`config.mk`:
```
export PLATFORM = sky130hd
export DESIGN_NAME = writeback_stage
export DESIGN_NICKNAME = d
export VERILOG_FILES = /design/src/rtl/writeback_stage.sv
export SDC_FILE = /design/constraint.sdc
export NUM_CORES = 1
export LEC_CHECK = 0
export ABC_AREA = 1
export CAP_MARGIN = 15
export CORE_MARGIN = 8
export CORE_UTILIZATION = 45
export DETAILED_ROUTE_END_ITERATION = 10
export GPL_TIMING_DRIVEN = 1
export PLACE_DENSITY = 0.77
export SETUP_SLACK_MARGIN = 0.05
export SYNTH_ARGS = -nofsm -noshare
export SYNTH_HDL_FRONTEND = slang
export SYNTH_SLANG_ARGS = --single-unit
export TNS_END_PERCENT = 20
```
`constraint.sdc`:
```
create_clock -name clk -period 4.65 [get_ports clk]
set_clock_uncertainty 0.2 [all_clocks]
set_input_delay 0.6975 -clock clk [delete_from_list [all_inputs] [get_ports clk]]
set_output_delay 0.6975 -clock clk [all_outputs]
set_load 0.05 [all_outputs]
```
`src/rtl/writeback_stage.sv`:
```
// Writeback stage: two-entry result buffer between MEM and the register file.
// Write data and the effective write enable are resolved when an entry is
// accepted, so the pop side only moves stored values into the output register.
//
// Handshake: a transfer happens at a rising edge where in_valid && in_ready.
// in_ready comes from a register that tracks free space, gated only by reset.
// It has no combinational path from flush or wb_hold, so a pop in the same
// cycle does not let a third entry in. That entry waits one cycle.
module writeback_stage #(
  parameter int XLEN = 64
) (
  input  logic            clk,
  input  logic            reset,
  input  logic            in_valid,
  output logic            in_ready,
  input  logic            in_regwrite,
  input  logic [4:0]      in_rd,
  input  logic [1:0]      in_wbsel,
  input  logic [2:0]      in_funct3,
  input  logic [XLEN-1:0] in_alu_result,
  input  logic [XLEN-1:0] in_mem_data,
  input  logic [XLEN-1:0] in_pc,
  input  logic            flush,
  input  logic            wb_hold,
  output logic            RegWrite,
  output logic [4:0]      RD,
  output logic [XLEN-1:0] WriteData,
  output logic [31:0]     commit_count
);

  // Write-source select encoding
  localparam logic [1:0] WB_ALU  = 2'b00;
  localparam logic [1:0] WB_LOAD = 2'b01;
  localparam logic [1:0] WB_PC4  = 2'b10;

  // Buffer storage, indexed by 1-bit head/tail pointers
  logic [1:0]      r_ent_we;
  logic [4:0]      r_ent_rd   [2];
  logic [XLEN-1:0] r_ent_data [2];
  logic            r_head;
  logic            r_tail;
  logic [1:0]      r_count;
  logic            r_space;

  logic            r_regwrite;
  logic [4:0]      r_rd;
  logic [XLEN-1:0] r_wdata;
  logic [31:0]     r_commit_count;

  logic            w_push;
  logic            w_pop;
  logic [1:0]      w_next_count;
  logic [XLEN-1:0] w_load_ext;
  logic [XLEN-1:0] w_wdata;
  logic            w_we;

  assign in_ready     = !reset && r_space;
  assign RegWrite     = r_regwrite;
  assign RD           = r_rd;
  assign WriteData    = r_wdata;
  assign commit_count = r_commit_count;

  // Flush drops a concurrent offer; hold or flush blocks the pop
  assign w_push = in_valid && in_ready && !flush;
  assign w_pop  = !wb_hold && !flush && (r_count != 2'd0);

  // Load data extension; always taken from the low-order bits
  always_comb begin
    w_load_ext = in_mem_data;
    case (in_funct3)
      3'b000:  w_load_ext = {{(XLEN-8){in_mem_data[7]}},   in_mem_data[7:0]};
      3'b001:  w_load_ext = {{(XLEN-16){in_mem_data[15]}}, in_mem_data[15:0]};
      3'b010:  w_load_ext = {{(XLEN-32){in_mem_data[31]}}, in_mem_data[31:0]};
      3'b100:  w_load_ext = {{(XLEN-8){1'b0}},  in_mem_data[7:0]};
      3'b101:  w_load_ext = {{(XLEN-16){1'b0}}, in_mem_data[15:0]};
      3'b110:  w_load_ext = {{(XLEN-32){1'b0}}, in_mem_data[31:0]};
      default: w_load_ext = in_mem_data;
    endcase
  end

  // Select the value to store, and the effective write enable (x0 and "none" never write)
  always_comb begin
    w_wdata = '0;
    case (in_wbsel)
      WB_ALU:  w_wdata = in_alu_result;
      WB_LOAD: w_wdata = w_load_ext;
      WB_PC4:  w_wdata = in_pc + XLEN'(4);
      default: w_wdata = '0;
    endcase
    w_we = in_regwrite && (in_rd != 5'd0) && (in_wbsel != 2'b11);
  end

  // Occupancy after this edge's push/pop
  always_comb begin
    w_next_count = r_count;
    case ({w_push, w_pop})
      2'b10:   w_next_count = r_count + 2'd1;
      2'b01:   w_next_count = r_count - 2'd1;
      default: w_next_count = r_count;
    endcase
  end

  // Pointer and occupancy bookkeeping; flush and reset both empty the buffer
  always_ff @(posedge clk) begin
    if (reset || flush) begin
      r_head  <= 1'b0;
      r_tail  <= 1'b0;
      r_count <= 2'd0;
      r_space <= 1'b1;
    end else begin
      if (w_push) r_tail <= ~r_tail;
      if (w_pop)  r_head <= ~r_head;
      r_count <= w_next_count;
      r_space <= (w_next_count < 2'd2);
    end
  end

  // Entry payload capture; contents are only meaningful while counted as occupied
  always_ff @(posedge clk) begin
    if (reset) begin
      r_ent_we <= 2'b00;
    end else if (w_push) begin
      r_ent_we[r_tail]   <= w_we;
      r_ent_rd[r_tail]   <= in_rd;
      r_ent_data[r_tail] <= w_wdata;
    end
  end

  // Output register and commit counter; RD/WriteData hold when nothing is popped
  always_ff @(posedge clk) begin
    if (reset) begin
      r_regwrite     <= 1'b0;
      r_rd           <= 5'd0;
      r_wdata        <= '0;
      r_commit_count <= 32'd0;
    end else if (w_pop) begin
      r_regwrite <= r_ent_we[r_head];
      r_rd       <= r_ent_rd[r_head];
      r_wdata    <= r_ent_data[r_head];
      if (r_ent_we[r_head]) r_commit_count <= r_commit_count + 32'd1;
    end else begin
      r_regwrite <= 1'b0;
    end
  end

endmodule

```
==> run metrics <==
LEAKAGE 0.00639 uW; CP Cell Sequence clkdlybuf4s50_1 -> buf_4 -> nor2_1 -> clkdlybuf4s50_1; most frequent cells in the layout nand2_1, clkdlybuf4s50_1, nor2_1, edfxtp_1, inv_1; Core Area between 20000 and 30000 um^2; hold depth 2; total grt overflow 0; routed len/inst around 20 um; WL final around 47000 um; Synth Cell Area about 13000 um^2; hold wc startpoint commit_count[4]$_SDFFE_PP0P_; Yosys reg bits ~250; critical path type in -> out; Iteration-0 DRC Markers 1076; Layout area overhead 33.1%; CTS root buf clkbuf_16; pin count of the biggest net entering global routing approximately 120; die width ~180 um; number of library cell types mapped by synthesis 37; Hold Crit Class reg -> reg; Synth Instances about 1700; WP data required around 3.8 ns; share of cells above drive strength 1 under 10%; cts bufs inserted 23; highest clock rate 316 MHz; crit end category output port; most common cell after layout, fill and taps aside nand2_1; final worst path period need about 3.2 ns; post-DP HPWL approximately 37000 um; # Post-CTS Setup Buffers 0; DRC viols 0; Max Buffers Root-to-Sink 3; first-pass GRT wire length roughly 71000 um; IO buf count 310; synth warn 0; worst reg2reg endpoint commit_count[16]$_SDFFE_PP0P_; RSZ-0062 raised after global routing false; H-tree Lvls 1; Ports 311; Slew Limit Fails 0; TritonCTS sink count roughly 250; Worst Hold Path EP commit_count[4]$_SDFFE_PP0P_; Final Hold Vio Count 0; crit-path most repeated cell clkdlybuf4s50_1; initial core utilization a little under half; Final Wtd Congestion 1.02; CTS tree yes; die height approximately 180 um; Top Family by Delay on Critical Path buffers and inverters; min setup slack post-route between 1 and 1.5 ns; vias in the first global route 12400; M1 GR Usage a little over a third; Setup crit start kind primary input; delay of the slowest critical-path stage about 0.8 ns; Tot GR Track Use between 20% and 30%; reg2reg setup slack 2.18 ns; hold-fix buffers at CTS 0; Synth Net Count 1865; routed vias/inst around 5.5; largest fanout on the critical path 13; post-layout util between 60% and 70%; Worst Max-Slew Pin Slew 0.788 ns; sequential fraction of the synthesis area about half; Buf+Inv Stages, Crit Path 3; Vias roughly 13000; reg2reg start r_head$_SDFFE_PP0P_; headroom to the max-slew limit around 47%; Worst-Skew Late Latency approximately 0.5 ns; maxcap violations 0; met2 Usage GRT 44.2%; WP data arrival 2.27 ns; Worst VDD drop 0.170 mV; Slowest cell on crit path clkdlybuf4s50_1; CTS resizes 0; ANT nets after route 0; initial antenna violation count 1; GRT met3 Usage roughly 4.7%; Avg Cell Area, Syn roughly 7.7 um^2; DRT Pass-1 Iters 6; P per Cell Area between 200 and 300 nW/um^2; Top Usage Layer GRT met2; final net count ~2100; floorplan row count between 60 and 70; Tcrit/Tclk final about two thirds; clock transition at the registers of the reported paths 0.06 ns; endpoints failing setup 0; pre-CTS setup slack 1.21 ns; FF-to-FF path depth 11; status finished, final reports clean; Die ar. around 34000 um^2
==> registers in the layout, summed over array words and instances, names as in the netlist <==
signal	count
RD	5
RegWrite	1
WriteData	64
commit_count	32
r_count	2
r_ent_data	128
r_ent_rd	10
r_ent_we	2
r_head	1
r_space	1
r_tail	1
==> cell usage after synthesis, drive strengths merged <==
master  instances  area, um^2
dfxtp         109        2180
nand4          18         119
o311ai          1        8.76
nand2         523        1990
o21ai         119         596
a22oi          34         255
o21bai         17         128
nand3         113         576
o211ai         13        97.6
edfxtp        138        4140
nor2          254        1030
a21oi          30         150
clkbuf         55         206
a31oi          69         432
nor3b           4        30.0
inv           121         457
xor2            3        26.3
nor3            8        40.0
or2             1        6.26
ha              3        37.5
buf            16         101
o21a            1        7.51
xnor2           3        26.3
nand3b          1        7.51
==> power breakdown <==
group | switching (uW) | internal, uW
Sequential | 11.9 | 2350
Combinational | 339 | 256
Clock | 770 | 1060
==> stage by stage <==
step / TNS (ns) / instance area, um^2 / cells / hold WS (ns) / power (uW)
after global placement: 0 / 16100 / 2284 / 0.261 / 2990
after global routing: 0 / 16800 / 2325 / 0.313 / 4940
final: 0 / 16800 / 2325 / 0.288 / 4780
after floorplan: -10.35 / 12700 / 1654 / 0.259 / 2660
after CTS: 0 / 16800 / 2324 / 0.284 / 4800
after detailed placement: 0 / 16100 / 2284 / 0.273 / 2990
==> worst register-to-register path, stage by stage (launching register included) <==
cell and delay, ns:
dfxtp_2 0.35, buf_4 0.61, nand2_1 0.20, nand2_2 0.16, nand2_4 0.11, nor2_4 0.30, nand2_1 0.11, nor2_2 0.13
nand2_1 0.06, nand2_1 0.07, inv_1 0.04, nor2_1 0.07
==> cells by family after synthesis <==
| kind of cell | count (synthesis) | synth area share, % |
|---|---|---|
| flip-flops | 247 | 50.0 |
| buffers and inverters | 192 | 6.04 |
| adder cells (fa/ha/maj) | 3 | 0.297 |
| XOR/XNOR | 6 | 0.415 |
| AO/OA/AOI/OAI | 284 | 13.2 |
| AND/OR/NAND/NOR | 922 | 30.0 |
==> area by class of cell <==
type                            count  area, um^2
Clock buffer                       33         666
Fill cell                        2475       10900
Antenna cell                        1        2.50
Tap cell                          378         473
Timing Repair Buffer              323        3250
Multi-Input combinational cell   1215        5590
Clock inverter                      7        68.8
Sequential cell                   247        6330
Inverter                          121         457
==> how the worst max path moves through the flow <==
stage / startpoint / endpoint / cells after the start
after floorplan: reset / r_ent_we[0]$_SDFFE_PP0P_ / 5
after global routing: reset / in_ready / 4
after detailed placement: in_funct3[1] / r_ent_data[0][62]$_DFFE_PP_ / 9
after global placement: in_funct3[1] / r_ent_data[0][38]$_DFFE_PP_ / 9
after CTS: reset / in_ready / 4
final: reset / in_ready / 4
==> routing by layer <==
| layer | up-vias | part of all wire (%) |
|---|---|---|
| li1 | 6089 | - |
| met1 | 5922 | 42 |
| met2 | 585 | 46 |
| met3 | 85 | 8.9 |
| met4 | 0 | 3.2 |
| met5 | - | 0 |
No activity file was read; power rests on OpenSTA's default activity.
